<file path="src/rtl/svn_pkg.sv">
// svn_pkg: shared constants and helpers for the seven-segment scan controller.
//   - SEG_0 .. SEG_F : active-low {CA,CB,CC,CD,CE,CF,CG} glyph patterns
//                      (bit 6 = CA, bit 0 = CG)
//   - SEG_OFF        : all segments dark
//   - presc_width()  : prescaler counter width, never below 1 bit
//   - idx_width()    : digit index width, never below 1 bit
package svn_pkg;

  localparam logic [6:0] SEG_0   = 7'b0000001;
  localparam logic [6:0] SEG_1   = 7'b1001111;
  localparam logic [6:0] SEG_2   = 7'b0010010;
  localparam logic [6:0] SEG_3   = 7'b0000110;
  localparam logic [6:0] SEG_4   = 7'b1001100;
  localparam logic [6:0] SEG_5   = 7'b0100100;
  localparam logic [6:0] SEG_6   = 7'b0100000;
  localparam logic [6:0] SEG_7   = 7'b0001111;
  localparam logic [6:0] SEG_8   = 7'b0000000;
  localparam logic [6:0] SEG_9   = 7'b0000100;
  localparam logic [6:0] SEG_A   = 7'b0001000;
  localparam logic [6:0] SEG_B   = 7'b1100000;
  localparam logic [6:0] SEG_C   = 7'b0110001;
  localparam logic [6:0] SEG_D   = 7'b1000010;
  localparam logic [6:0] SEG_E   = 7'b0110000;
  localparam logic [6:0] SEG_F   = 7'b0111000;
  localparam logic [6:0] SEG_OFF = 7'h7F;

  function automatic int presc_width(input int div);
    return ($clog2(div) < 1) ? 1 : $clog2(div);
  endfunction

  function automatic int idx_width(input int n);
    return ($clog2(n) < 1) ? 1 : $clog2(n);
  endfunction

endpackage

</file>
<file path="src/rtl/svn_scan_ctrl_if.sv">
// svn_scan_ctrl_if: user-logic side of the scan controller.
//   data[4*NUM_DIGITS]  hex nibble per digit, digit i = data[4i+3:4i]
//   dp[NUM_DIGITS]      decimal point per digit, 1 = lit
//   digit_en[NUM_DIGITS] 1 = digit shown, 0 = blanked
//   load                1-cycle strobe capturing data/dp/digit_en
//   frame_done          1-cycle pulse after the scan wraps to digit 0
// master = user logic, slave = svn_scan_ctrl.
interface svn_scan_ctrl_if #(
  parameter int NUM_DIGITS = 8
);
  logic [4*NUM_DIGITS-1:0] data;
  logic [NUM_DIGITS-1:0]   dp;
  logic [NUM_DIGITS-1:0]   digit_en;
  logic                    load;
  logic                    frame_done;

  modport master (output data, dp, digit_en, load, input frame_done);
  modport slave  (input data, dp, digit_en, load, output frame_done);
endinterface

</file>
<file path="src/rtl/svn_hex_lut.sv">
// svn_hex_lut: combinational hex nibble to active-low seven-segment pattern.
//   nibble[4]  value to display
//   seg[7]     {CA,CB,CC,CD,CE,CF,CG}, 0 = segment lit
module svn_hex_lut
  import svn_pkg::*;
(
  input  logic [3:0] nibble,
  output logic [6:0] seg
);

  always_comb begin
    seg = SEG_OFF;
    case (nibble)
      4'h0: seg = SEG_0;
      4'h1: seg = SEG_1;
      4'h2: seg = SEG_2;
      4'h3: seg = SEG_3;
      4'h4: seg = SEG_4;
      4'h5: seg = SEG_5;
      4'h6: seg = SEG_6;
      4'h7: seg = SEG_7;
      4'h8: seg = SEG_8;
      4'h9: seg = SEG_9;
      4'hA: seg = SEG_A;
      4'hB: seg = SEG_B;
      4'hC: seg = SEG_C;
      4'hD: seg = SEG_D;
      4'hE: seg = SEG_E;
      4'hF: seg = SEG_F;
      default: seg = SEG_OFF;
    endcase
  end

endmodule

</file>
<file path="src/rtl/svn_scan_ctrl.sv">
// svn_scan_ctrl: multiplexed common-anode seven-segment display controller.
//   clk        system clock
//   sys_rst_n  asynchronous active-low reset
//   bright[4]  (only with SVN_SCAN_BRIGHTNESS_EN) anode duty, (bright+1)/16
//   bus        svn_scan_ctrl_if.slave: data/dp/digit_en/load in, frame_done out
//   CA..CG     segment cathodes, active-low
//   DP         decimal point cathode, active-low
//   AN         digit anodes, active-low, at most one low
// Each digit stays selected for CLK_DIV clocks. New values go to a staging
// buffer and are only copied to the displayed (active) buffer when the scan
// wraps back to digit 0, so a frame never mixes old and new values.
// Optional feature macro: SVN_SCAN_BRIGHTNESS_EN.
module svn_scan_ctrl
  import svn_pkg::*;
#(
  parameter int NUM_DIGITS = 8,
  parameter int CLK_DIV    = 100000
) (
  input  logic                  clk,
  input  logic                  sys_rst_n,
`ifdef SVN_SCAN_BRIGHTNESS_EN
  input  logic [3:0]            bright,
`endif
  svn_scan_ctrl_if.slave        bus,
  output logic                  CA,
  output logic                  CB,
  output logic                  CC,
  output logic                  CD,
  output logic                  CE,
  output logic                  CF,
  output logic                  CG,
  output logic                  DP,
  output logic [NUM_DIGITS-1:0] AN
);

  localparam int PW = presc_width(CLK_DIV);
  localparam int IW = idx_width(NUM_DIGITS);
  localparam logic [PW-1:0] PRESC_LAST = PW'(CLK_DIV - 1);
  localparam logic [IW-1:0] IDX_LAST   = IW'(NUM_DIGITS - 1);

  logic [PW-1:0]           presc_reg;
  logic [IW-1:0]           idx_reg;
  logic                    tick;
  logic                    wrap;

  logic [4*NUM_DIGITS-1:0] stg_data_reg, act_data_reg;
  logic [NUM_DIGITS-1:0]   stg_dp_reg,   act_dp_reg;
  logic [NUM_DIGITS-1:0]   stg_en_reg,   act_en_reg;
  logic                    pending_reg;

  logic [3:0]              sel_nibble;
  logic                    sel_en;
  logic                    sel_dp;
  logic [6:0]              lut_seg;
  logic                    pwm_on;

  logic [6:0]              seg_reg;
  logic                    dp_reg;
  logic [NUM_DIGITS-1:0]   an_reg;
  logic [NUM_DIGITS-1:0]   an_next;
  logic                    frame_done_reg;

  assign tick = (presc_reg == PRESC_LAST);
  assign wrap = tick && (idx_reg == IDX_LAST);

  // Prescaler and digit index
  always_ff @(posedge clk or negedge sys_rst_n) begin
    if (!sys_rst_n) begin
      presc_reg <= '0;
      idx_reg   <= '0;
    end else if (tick) begin
      presc_reg <= '0;
      idx_reg   <= wrap ? '0 : idx_reg + IW'(1);
    end else begin
      presc_reg <= presc_reg + PW'(1);
    end
  end

  // Double buffer. On a wrap the active copy takes the staging contents as
  // they were before this edge, so a load landing on the boundary stays
  // pending for the next frame.
  always_ff @(posedge clk or negedge sys_rst_n) begin
    if (!sys_rst_n) begin
      stg_data_reg <= '0;
      stg_dp_reg   <= '0;
      stg_en_reg   <= '0;
      act_data_reg <= '0;
      act_dp_reg   <= '0;
      act_en_reg   <= '0;
      pending_reg  <= 1'b0;
    end else begin
      if (wrap && pending_reg) begin
        act_data_reg <= stg_data_reg;
        act_dp_reg   <= stg_dp_reg;
        act_en_reg   <= stg_en_reg;
      end
      if (bus.load) begin
        stg_data_reg <= bus.data;
        stg_dp_reg   <= bus.dp;
        stg_en_reg   <= bus.digit_en;
        pending_reg  <= 1'b1;
      end else if (wrap) begin
        pending_reg  <= 1'b0;
      end
    end
  end

  assign sel_nibble = act_data_reg[{idx_reg, 2'b00} +: 4];
  assign sel_en     = act_en_reg[idx_reg];
  assign sel_dp     = act_dp_reg[idx_reg];

  svn_hex_lut u_lut (
    .nibble (sel_nibble),
    .seg    (lut_seg)
  );

`ifdef SVN_SCAN_BRIGHTNESS_EN
  // Free-running PWM phase; the anode is gated, segments are not.
  logic [3:0] pwm_reg;

  always_ff @(posedge clk or negedge sys_rst_n) begin
    if (!sys_rst_n) pwm_reg <= 4'd0;
    else            pwm_reg <= pwm_reg + 4'd1;
  end

  assign pwm_on = (pwm_reg <= bright);
`else
  assign pwm_on = 1'b1;
`endif

  for (genvar gi = 0; gi < NUM_DIGITS; gi++) begin : g_an
    assign an_next[gi] = ~(sel_en && pwm_on && (idx_reg == IW'(gi)));
  end

  // Output registers: one clock behind the index they were decoded from.
  always_ff @(posedge clk or negedge sys_rst_n) begin
    if (!sys_rst_n) begin
      seg_reg        <= SEG_OFF;
      dp_reg         <= 1'b1;
      an_reg         <= '1;
      frame_done_reg <= 1'b0;
    end else begin
      seg_reg        <= sel_en ? lut_seg : SEG_OFF;
      dp_reg         <= ~(sel_en & sel_dp);
      an_reg         <= an_next;
      frame_done_reg <= wrap;
    end
  end

  assign {CA, CB, CC, CD, CE, CF, CG} = seg_reg;
  assign DP             = dp_reg;
  assign AN             = an_reg;
  assign bus.frame_done = frame_done_reg;

endmodule

</file>
<file path="src/flat_wrapper.sv">
// flat-port wrapper written by rule: the top's interface ports become plain ports
module svn_scan_ctrl_flat import svn_pkg::*;
#(
  parameter int NUM_DIGITS = 8,
  parameter int CLK_DIV    = 100000
)
  (clk, sys_rst_n, CA, CB, CC, CD, CE, CF, CG, DP, AN, bus_data, bus_dp, bus_digit_en, bus_load, bus_frame_done);
  svn_scan_ctrl_if #(.NUM_DIGITS(NUM_DIGITS)) bus_i ();
  input  logic clk;
  input  logic sys_rst_n;
  output logic CA;
  output logic CB;
  output logic CC;
  output logic CD;
  output logic CE;
  output logic CF;
  output logic CG;
  output logic DP;
  output logic [NUM_DIGITS-1:0] AN;
  input wire logic [$bits(bus_i.data)-1:0] bus_data;
  input wire logic [$bits(bus_i.dp)-1:0] bus_dp;
  input wire logic [$bits(bus_i.digit_en)-1:0] bus_digit_en;
  input wire logic [$bits(bus_i.load)-1:0] bus_load;
  output wire logic [$bits(bus_i.frame_done)-1:0] bus_frame_done;
  assign bus_i.data = bus_data;
  assign bus_i.dp = bus_dp;
  assign bus_i.digit_en = bus_digit_en;
  assign bus_i.load = bus_load;
  assign bus_frame_done = bus_i.frame_done;
  svn_scan_ctrl #(.NUM_DIGITS(NUM_DIGITS), .CLK_DIV(CLK_DIV)) u_core (.clk(clk), .sys_rst_n(sys_rst_n), .bus(bus_i), .CA(CA), .CB(CB), .CC(CC), .CD(CD), .CE(CE), .CF(CF), .CG(CG), .DP(DP), .AN(AN));
endmodule
</file>
<file path="config.mk">
export PLATFORM = sky130hd
export DESIGN_NAME = svn_scan_ctrl_flat
export DESIGN_NICKNAME = d
export VERILOG_FILES = /design/src/rtl/svn_pkg.sv /design/src/rtl/svn_scan_ctrl_if.sv /design/src/rtl/svn_hex_lut.sv /design/src/rtl/svn_scan_ctrl.sv /design/src/flat_wrapper.sv
export SDC_FILE = /design/constraint.sdc
export NUM_CORES = 1
export LEC_CHECK = 0
export CORE_UTILIZATION = 35
export CTS_CLUSTER_SIZE = 12
export DETAILED_ROUTE_END_ITERATION = 8
export GPL_ROUTABILITY_DRIVEN = 1
export GPL_TIMING_DRIVEN = 1
export PLACE_DENSITY_LB_ADDON = 0.15
export SETUP_SLACK_MARGIN = 0.5
export SLEW_MARGIN = 40
export SYNTH_ARGS = -nofsm -noshare
export SYNTH_HDL_FRONTEND = slang
export SYNTH_SLANG_ARGS = --single-unit
</file>
<file path="constraint.sdc">
create_clock -name clk -period 2.4 [get_ports clk]
set_input_delay 0.36 -clock clk [delete_from_list [all_inputs] [get_ports clk]]
set_output_delay 0.36 -clock clk [all_outputs]
set_load 0.005 [all_outputs]
</file>
# Word level (Yosys, flattened, before mapping)
# Memory sizes are Yosys's and may differ from the RTL's.
# Index checks and enable logic that the tools add are counted.
[classes] addsub=2 order_cmp=1 eq_ne=8 shift=1 n_mux=9 bitwise_logic=10 reduce_logical=12
[op_table] op="indexed part select 32 x 6 -> 4 bit" count=1
[op_table] op="adder 17 x 1 -> 17 bit, second input constant" count=1
[op_table] op="== test 17 bit, second input constant" count=1
[op_table] op="two-way mux 17 bit" count=1
[op_table] op="== test 3 bit, second input constant" count=4
[op_table] op="logical AND 1 bit" count=10
[op_table] op="inverter 1 bit" count=9
[op_table] op="two-way mux 7 bit" count=1
[op_table] op="binary-select mux 1 bit (select 3 bit)" count=2
[op_table] op="== test 3 x 2 -> 1 bit, second input constant" count=2
[op_table] op="less-than comparator 3 x 4 -> 1 bit, second input constant" count=1
[op_table] op="two-way mux 1 bit" count=4
[op_table] op="adder 3 x 1 -> 3 bit, second input constant" count=1
[op_table] op="== test 3 x 1 -> 1 bit, second input constant" count=1
[op_table] op="zero test 3 bit" count=1
[op_table] op="two-way mux 3 bit" count=1
[op_table] op="nonzero test 2 bit" count=1
[op_table] op="bitwise AND 1 bit" count=1
[totals] ff_bits=134 mem_bits_ro=112 input_bits=51 out_inout_bits=17 wordCells=57 mem_count=1
[memory_table] name="(no name shown)" depth=16 width=7 read_ports=1 rd_ports_with_merged_regs=0 write_ports=0 line="svn_hex_lut.sv:13" text="case (nibble)"

# Logic depth before layout (Yosys ltp)
# Gate-level depths: netlist of the first run.
[logic_depth] word_depth=4 ltp_mapped=11 mapped_depth_nobuf=9

# Modules after synthesis
# From an unflattened synthesis of the first run, not the netlist that was laid out.
[unflattened] cells_unflattened=397 hier_area_um2=5783.0
[modules_own_cells] mod="svn_scan_ctrl" n_inst=1 cells_per_inst=364 area_each_um2=5514.0 seq_area_each_um2=3373.2
[modules_own_cells] mod="svn_hex_lut" n_inst=1 cells_per_inst=33 area_each_um2=269.0 seq_area_each_um2=0.0

# Worst setup path before layout of the first run
# Ideal clock, no wire load.
[synth_timing] path_kind="register to register" start="reg u_core.idx_reg[1]" end="reg u_core.seg_reg[3]" setup_time_ns=0.077 arrival_time_ns=2.073 required_time_ns=2.323 slack_ns=0.250 stages_incl_launch_ff=11 n_path_buf=1 cell_sequence="dfrtp_1 buf_6 mux4_1 nand2_1 and2_1 inv_1 ha_1 inv_1 or3_1 o2111a_1 a31oi_1"
[synth_between] elab_chain_cells=3 elab_cells_between_ends=5 cone_classes="1 x shift; 3 x mux; 1 x memory"
[synth_lines] item="start: declaration" line="svn_scan_ctrl.sv:42" text="logic [IW-1:0] idx_reg;"
[synth_lines] item="start signal: assignment" line="svn_scan_ctrl.sv:73" text="idx_reg <= wrap ? '0 : idx_reg + IW'(1);"
[synth_lines] item="indexed part select 32 x 6 -> 4 bit / binary-select mux 1 bit (select 3 bit) (equally long branches)" line="svn_scan_ctrl.sv:108, svn_scan_ctrl.sv:109"
[synth_lines] item="memory read (16 x 7 bit) / two-way mux 1 bit (equally long branches)"
[synth_lines] item="two-way mux 7 bit *" line="svn_scan_ctrl.sv:143" text="seg_reg <= sel_en ? lut_seg : SEG_OFF;"
[synth_lines] item="end signal: assignment" line="svn_scan_ctrl.sv:143"
[synth_lines] item="end: declaration" line="svn_scan_ctrl.sv:57" text="logic [6:0] seg_reg;"
# Every way passes the cells marked *; elsewhere a longest branch is shown, timed or not. The select of a mux whose other input is x is not followed.
# A chain may end at the register's enable or synchronous reset.

# Worst setup path in the final report of the first run
# Ends and elaborated chain as after synthesis.

==> qor.csv, run 1 <==
stage,metric,value,unit
yosys,Synth Flop Type,dfrtp_1,
min_path,Min-Delay Path Class,input pin to async pin,
grt,first-pass GRT wire length,19400,µm
grt,GRT Total Usage,15.5,%
placement,placed instance area,6830,µm²
timing,Tmin final,2.18,ns
detailed_routing,Iter 0 DRT Violations,136,
final_layout,Post-Route Utilization,49.7,%
placement,gp weighted congestion,0.752,
status,failing checks,hold timing,
pwr,Clock power frac,52.0,%
detailed_routing,per-cell routed wire length,16.4,µm
timing,Fmax,0.459,GHz
timing,hold_ws,-0.0157,ns
pwr,sw power,1.11,mW
floorplanning,die area,17100,µm²
final_layout,share of post-route cells with drive strength above 1,42.9,%
critical_path,Worst Setup Start Kind,flop,
yosys,post-synthesis mux area share,24.4,%
final_layout,Antenna Cells,0,
yosys,synthesized area per cell,14.3,µm²
timing,worst-margin pin slew,0.773,ns
yosys,sequential-to-total area share from yosys stat,58.0,%
floorplanning,Initial Utilization,36.2,%
final_layout,fillers,1347,
critical_path,CP max stage delay,0.53,ns
placement,DP Worst Slack,0.103,ns
yosys,Post-synth EDFFs,0,
critical_path,reg2reg path depth,7,
clock_tree,CTS max path bufs,2,
yosys,Post-Syn Nets,472,
detailed_routing,number of remaining DRC errors,0,
yosys,complex-gate fraction of the synthesized area,2.80,%
timing,fin crit share,90.7,%
critical_path,WP data arrival,2.51,ns
detailed_routing,via count,3530,
clock_tree,worst skew pair latency,0.42,ns
clock_tree,clk sinks,134,
clock_tree,CTS tree,yes,
pwr,LEAKAGE,3.43,nW
detailed_routing,post-route ant nets,0,
final_layout,nets,580,
yosys,Yosys reg bits,134,
grt,largest net degree at the start of global routing,135,
yosys,synthesized-area fraction occupied by xor and xnor cells,2.41,%
yosys,Yosys warnings,0,
grt,met1 Use GR,19.8,%
timing,final max-slew violation count,0,
yosys,simple-gate share of the synthesized area,6.39,%
pwr,logic gate share of total power,4.3,%
critical_path,"Max FO, Critical Path",6,
yosys,Post-Syn Area,5810,µm²
grt,met3 Track Usage GR,3.38,%
detailed_routing,1st-pass router iterations,5,
floorplanning,core area,16100,µm²
detailed_routing,routed vias/inst,4.74,
pwr,IR Drop Worst-Case VDD,537,µV
clock_tree,Root Driver,clkbuf_16,
final_layout,area delta synth->final,37.1,%
yosys,synth top area cells,"dfrtp_1 51%, mux2_2 16%, dfstp_2 7.2%",
clock_tree,H-tree levels,4,
pwr,switching share of power,20.2,%
yosys,Syn Inst Count,408,
clock_tree,"CTS clk-pin slew, worst paths",0.06,ns
floorplanning,io pins,68,
critical_path,crit path kind,flop to flop,
timing,Clock Skews,0.00717,ns
grt,total global routing overflow,0,
grt,initial antenna violation count,0,
placement,post-DP HPWL,7620,µm
timing,RSZ-0062 raised after global routing,yes,
grt,most crowded layer after global routing,met2,
critical_path,WP buf/inv,1,
flow_run,Max-Cap Viols,0,
grt,global routing usage on met2,24.0,%
timing,setup violators final,0,
critical_path,"CP delay by family, top",multiplexers,
yosys,adder-cell share of the synthesized area,2.80,%
final_layout,fin area,7970,µm²
floorplanning,Die Ht,131,µm
yosys,distinct cell type count after synthesis,52,
yosys,Post-synth ARST share,100,%
status,status,"complete, but fails checks",
yosys,Synth area leader,dfrtp_1,
timing,setup slack after layout,0.223,ns
floorplanning,Die W,131,µm
clock_tree,total CTS buffers,17,
critical_path,Crit path required time,2.73,ns
timing,Max-slew headroom,48.4,%
placement,Port Buffer Count,67,
critical_path,CP most frequent cell,o21ai_0,
critical_path,crit path cell chain,mux4_2 -> mux2_4 -> ha_1 -> inv_1 -> o21ai_0 -> o21ai_0 -> a31oi_2,
pwr,Int Power,4.36,mW
pwr,power per standard cell area,686,nW/µm²
timing,final hold vios,8,
pwr,part of the power in registers,43.7,%
detailed_routing,Post-Route WL,12200,µm
critical_path,Setup crit end kind,flop,
critical_path,Crit path depth,7,
timing,total negative setup slack,0,ns
floorplanning,Row Count,46,
yosys,largest family of logic cells by synthesized area,multiplexers,
grt,vias in the first global route,3757,
yosys,Yosys top cell area share,50.8,%
critical_path,slowest CP cell,mux4_2,
-- metrics by stage --
step,instances,total power [mW]
after detailed placement,683,2.67
after floorplan,408,2.51
after CTS,729,5.54
after global routing,745,5.68
final,745,5.47
after global placement,683,2.67
-- synthesized netlist by cell type, types with 4 or more instances --
library cell  instances
mux2_1               20
dfrtp_1             118
inv_1                14
mux2i_1               5
ha_1                 13
nor2_1               17
o21ai_0               6
mux2_2               82
nand3_1               8
dfstp_2              16
buf_6                 4
mux4_1                4
xnor2_1              11
buf_1                 4
nand2_1              25
xor2_1                5
mux4_2                5
-- power groups by stage --
| stage | Clock [mW] | Sequential [mW] | Combinational, mW |
|---|---|---|---|
| floorplan | 0 | 2.41 | 0.0983 |
| global placement | 0 | 2.43 | 0.238 |
| detailed placement | 0 | 2.43 | 0.243 |
| CTS | 2.91 | 2.39 | 0.243 |
| global route | 3.02 | 2.40 | 0.260 |
| finish | 2.85 | 2.39 | 0.235 |
-- worst register-to-register path, delay by kind of cell, from the launching register on --
family	cells	cell delay, ns
multiplexers	2	0.86
adder cells (fa/ha/maj)	1	0.27
flip-flops	1	0.48
AO/OA/AOI/OAI	3	0.38
buffers and inverters	1	0.11
-- cells in the final DEF (no fill, tap or decap), drive strengths merged, types with 2 or more instances in the layout --
| cell | instances |
|---|---|
| a211oi | 2 |
| a21oi | 3 |
| and3 | 3 |
| and4 | 2 |
| buf | 39 |
| bufinv | 5 |
| clkbuf | 23 |
| clkdlybuf4s50 | 65 |
| clkinv | 4 |
| clkinvlp | 3 |
| dfrtp | 118 |
| dfstp | 16 |
| ha | 13 |
| inv | 15 |
| mux2 | 102 |
| mux2i | 5 |
| mux4 | 9 |
| nand2 | 25 |
| nand3 | 8 |
| nand4 | 2 |
| nor2 | 19 |
| nor2b | 2 |
| nor4 | 2 |
| nor4b | 2 |
| o21ai | 7 |
| o221ai | 2 |
| o31a | 2 |
| or2 | 2 |
| xnor2 | 11 |
| xor2 | 5 |
-- worst paths after layout --
| check | from | end | slack, ns |
|---|---|---|---|
| min in group clk | bus_load | u_core.pending_reg$_DFFE_PN0P_ | 0.47 |
| hold reg to reg | u_core.pending_reg$_DFFE_PN0P_ | u_core.pending_reg$_DFFE_PN0P_ | 0.48 |
| setup / recovery | u_core.idx_reg[1]$_DFFE_PN0N_ | u_core.seg_reg[3]$_DFF_PN1_ | 0.22 |
| setup reg to reg | u_core.idx_reg[1]$_DFFE_PN0N_ | u_core.seg_reg[3]$_DFF_PN1_ | 0.22 |
| max in group asynchronous | sys_rst_n | u_core.idx_reg[1]$_DFFE_PN0N_ | 1.77 |
| hold / removal | sys_rst_n | u_core.presc_reg[10]$_DFF_PN0_ | -0.02 |
-- layer usage --
layer | routed length (µm) | share of wire, % | vias up
li1 | - | - | 1664
met1 | 5710 | 47 | 1786
met5 | 0 | 0 | -
met4 | 243 | 2.0 | 0
met2 | 5940 | 48 | 64
met3 | 363 | 3.0 | 16
-- layout make-up --
type	count	area, µm²	area share, %
clock inverter	12	201	2.53
tap	216	270	3.39
multi-input combinational	241	2450	30.7
timing repair buffer	107	1160	14.5
sequential	134	3380	42.4
inverter	15	67.6	0.847
clock buffer	20	447	5.60
-- kinds of logic after synthesis --
logic type	count (synthesis)
DFF	134
muxes	116
and+or+nand+nor	73
buffers and inverters	33
AOI/OAI and AO/OA	23
xor gates and xnor gates	16
adders and majority gates	13
-- what timing repair did --
| item | in CTS | in global routing |
|---|---|---|
| setup buffers | 12 | 13 |
| setup endpoints to repair | 55 | 55 |
| endpoints found under the hold margin | 0 | 0 |
| gates resized for setup | 15 | 23 |
| gates cloned | 2 | 3 |
| hold buffers | 0 | 0 |
| pin swaps | 6 | 10 |
Note: power is estimated with default switching activity, not from simulation.
==> run 2, diff against run 1 <==
- CELL_PAD_IN_SITES_DETAIL_PLACEMENT: unset -> 1
- CELL_PAD_IN_SITES_GLOBAL_PLACEMENT: unset -> 2
- CORE_UTILIZATION: 35 -> 39
==> run 2 against run 1 <==
Largest power group unchanged. Wire length grew 10%. Clock power barely moved. Largest cell class unchanged. Via count rose by 2.0%. Sequential power about the same. Power rose by 0.11%. Register-to-register slack improved by 0.07 ns. The flow now finishes without violations. Core utilization grew 6.0 points. First-iteration DRC count rose by 7.4%. Die area fell by 10%. Combinational power increased by 4%. Global-route usage is 2.8 points higher.
==> qor.csv, run 2 (same netlist as run 1, synthesis figures left out) <==
stage,metric,value,unit,change
placement,Port Buffer Count,67,,unchanged
timing,worst-margin pin slew,0.593,ns,was 0.773 ns
timing,Max-slew headroom,60.4,%,was 48.4%
final_layout,"commonest non-fill, non-tap cell in the layout",dfrtp_1,,unchanged
timing,setup slack after layout,0.291,ns,was 0.223 ns
clock_tree,total CTS buffers,17,,unchanged
critical_path,WP buf/inv,2,,was 1
grt,total global routing overflow,0,,unchanged
timing,setup violators final,0,,unchanged
floorplanning,Die W,124,µm,was 131 µm
critical_path,worst reg-to-reg setup slack,0.29,ns,was 0.22 ns
pwr,logic gate share of total power,4.5,%,was 4.3%
clock_tree,H-tree levels,4,,unchanged
floorplanning,Die Ht,124,µm,was 131 µm
pwr,IR Drop Worst-Case VDD,522,µV,was 537 µV
timing,RSZ-0062 raised after global routing,yes,,unchanged
floorplanning,io pins,68,,unchanged
final_layout,"commonest non-fill, non-tap cells in the layout","113 x dfrtp_1, 65 x clkdlybuf4s50_1, 59 x mux2_2, 43 x mux2_4, 29 x buf_4",,"was 113 x dfrtp_1, 80 x mux2_2, 65 x clkdlybuf4s50_1, 25 x nand2_1, 25 x buf_4"
placement,DP Worst Slack,0.119,ns,was 0.103 ns
pwr,switching share of power,21.0,%,was 20.2%
timing,final hold vios,0,,was 8
pwr,sw power,1.15,mW,was 1.11 mW
final_layout,Antenna Cells,0,,unchanged
final_layout,fillers,1396,,was 1347
clock_tree,worst skew pair latency,0.43,ns,was 0.42 ns
critical_path,slowest CP cell,mux4_2,,unchanged
min_path,Min-Delay Path Class,input pin to async pin,,unchanged
critical_path,"Max FO, Critical Path",6,,unchanged
detailed_routing,Post-Route WL,13500,µm,was 12200 µm
grt,GRT Total Usage,18.3,%,was 15.5%
detailed_routing,number of remaining DRC errors,0,,unchanged
clock_tree,"CTS clk-pin slew, worst paths",0.06,ns,about the same
floorplanning,core area,14500,µm²,was 16100 µm²
placement,placed instance area,6790,µm²,was 6830 µm²
final_layout,area delta synth->final,39.1,%,was 37.1%
timing,hold_ws,0.476,ns,was -0.0157 ns
placement,gp weighted congestion,0.758,,was 0.752
detailed_routing,routed vias/inst,5.01,,was 4.74
timing,Tmin final,2.11,ns,was 2.18 ns
timing,Clock Skews,0.00809,ns,was 0.00717 ns
pwr,power per standard cell area,677,nW/µm²,was 686 nW/µm²
timing,total negative setup slack,0,ns,unchanged
final_layout,nets,587,,was 580
timing,Fmax,0.474,GHz,was 0.459 GHz
timing,final max-slew violation count,0,,unchanged
clock_tree,Root Driver,clkbuf_16,,unchanged
status,status,completed,,"was complete, but fails checks"
clock_tree,CTS max path bufs,2,,unchanged
floorplanning,Row Count,44,,was 46
grt,vias in the first global route,3838,,was 3757
detailed_routing,via count,3602,,was 3530
critical_path,CP max stage delay,0.52,ns,was 0.53 ns
final_layout,fin area,8090,µm²,was 7970 µm²
clock_tree,CTS tree,yes,,unchanged
pwr,part of the power in registers,43.7,%,about the same
critical_path,Crit path required time,2.74,ns,was 2.73 ns
detailed_routing,1st-pass router iterations,4,,was 5
detailed_routing,per-cell routed wire length,18.8,µm,was 16.4 µm
floorplanning,Initial Utilization,40.0,%,was 36.2%
critical_path,"CP delay by family, top",multiplexers,,unchanged
critical_path,crit path kind,flop to flop,,unchanged
detailed_routing,post-route ant nets,0,,unchanged
floorplanning,die area,15400,µm²,was 17100 µm²
critical_path,crit path cell chain,mux4_2 -> mux2_4 -> inv_6 -> ha_1 -> inv_1 -> o2111a_1 -> a31oi_1,,was mux4_2 -> mux2_4 -> ha_1 -> inv_1 -> o21ai_0 -> o21ai_0 -> a31oi_2
pwr,LEAKAGE,3.46,nW,was 3.43 nW
grt,largest net degree at the start of global routing,50,,was 135
pwr,Clock power frac,51.8,%,was 52.0%
grt,first-pass GRT wire length,20500,µm,was 19400 µm
grt,initial antenna violation count,0,,unchanged
placement,post-DP HPWL,8220,µm,was 7620 µm
timing,fin crit share,87.9,%,was 90.7%
pwr,Int Power,4.33,mW,was 4.36 mW
critical_path,WP data arrival,2.45,ns,was 2.51 ns
detailed_routing,Iter 0 DRT Violations,146,,was 136
pwr,overall power,5.48,mW,was 5.47 mW
clock_tree,clk sinks,134,,unchanged
critical_path,Worst Setup Start Kind,flop,,unchanged
critical_path,Setup crit end kind,flop,,unchanged
final_layout,share of post-route cells with drive strength above 1,45.0,%,was 42.9%
flow_run,Max-Cap Viols,0,,unchanged
==> run 2: cell count changes in the layout (fill, tap and decap cells not counted), sizes merged <==
cell | previous run | this run
clkinvlp | 3 | 5
dlygate4sd3 | 0 | 1
clkbuf | 23 | 22
buf | 39 | 44
clkinv | 4 | 3
==> run 2: what timing repair did <==
| action | 4_1_cts | 5_1_grt |
|---|---|---|
| gates resized for setup | 21 | 50 |
| endpoints found under the hold margin | 35 | 0 |
| hold buffers | 1 | 0 |
| pin swaps | 6 | 10 |
| setup buffers | 16 | 15 |
| setup endpoints to repair | 55 | 55 |
| cloned | 1 | 4 |
==> run 2: power by group through the flow <==
stage | clock network (mW) | registers, mW | logic (mW)
global route | 2.99 | 2.40 | 0.270
finish | 2.84 | 2.39 | 0.245
global placement | 0 | 2.43 | 0.240
detailed placement | 0 | 2.43 | 0.249
floorplan | 0 | 2.41 | 0.0983
CTS | 2.89 | 2.39 | 0.252
==> run 2: final timing paths <==
path | startpoint | endpoint | cells past startpoint
setup / recovery | u_core.idx_reg[1]$_DFFE_PN0N_ | u_core.seg_reg[3]$_DFF_PN1_ | 7
hold / removal | sys_rst_n | u_core.presc_reg[11]$_DFF_PN0_ | 2
setup reg to reg | u_core.idx_reg[1]$_DFFE_PN0N_ | u_core.seg_reg[3]$_DFF_PN1_ | 7
hold reg to reg | u_core.stg_data_reg[15]$_DFFE_PN0P_ | u_core.act_data_reg[15]$_DFFE_PN0P_ | 1
max in group asynchronous | sys_rst_n | u_core.seg_reg[0]$_DFF_PN1_ | 3
min in group clk | bus_load | u_core.pending_reg$_DFFE_PN0P_ | 2
==> run 2: cell type report <==
cell class	instances	area [µm²]	area share [%]
timing repair buffer	114	1220	15.1
sequential	134	3380	41.8
clock inverter	13	206	2.55
clock buffer	18	429	5.31
multi-input combinational	241	2550	31.6
tap	184	230	2.85
inverter	15	63.8	0.789
==> run 2: per-stage QoR <==
stage | std cells | utilization (%)
finish | 719 | 55.6
global route | 719 | 55.6
CTS | 700 | 52.6
detailed placement | 651 | 46.7
global placement | 651 | 46.7
floorplan | 408 | -
==> run 2: layer usage <==
metal / vias up / GRT usage (%) / wire [µm]
met3: 19 / 4.58 / 442
met1: 1847 / 23.2 / 6080
met4: 0 / 7.59 / 227
met2: 80 / 29.8 / 6750
met5: - / 0 / 0
li1: 1656 / - / -
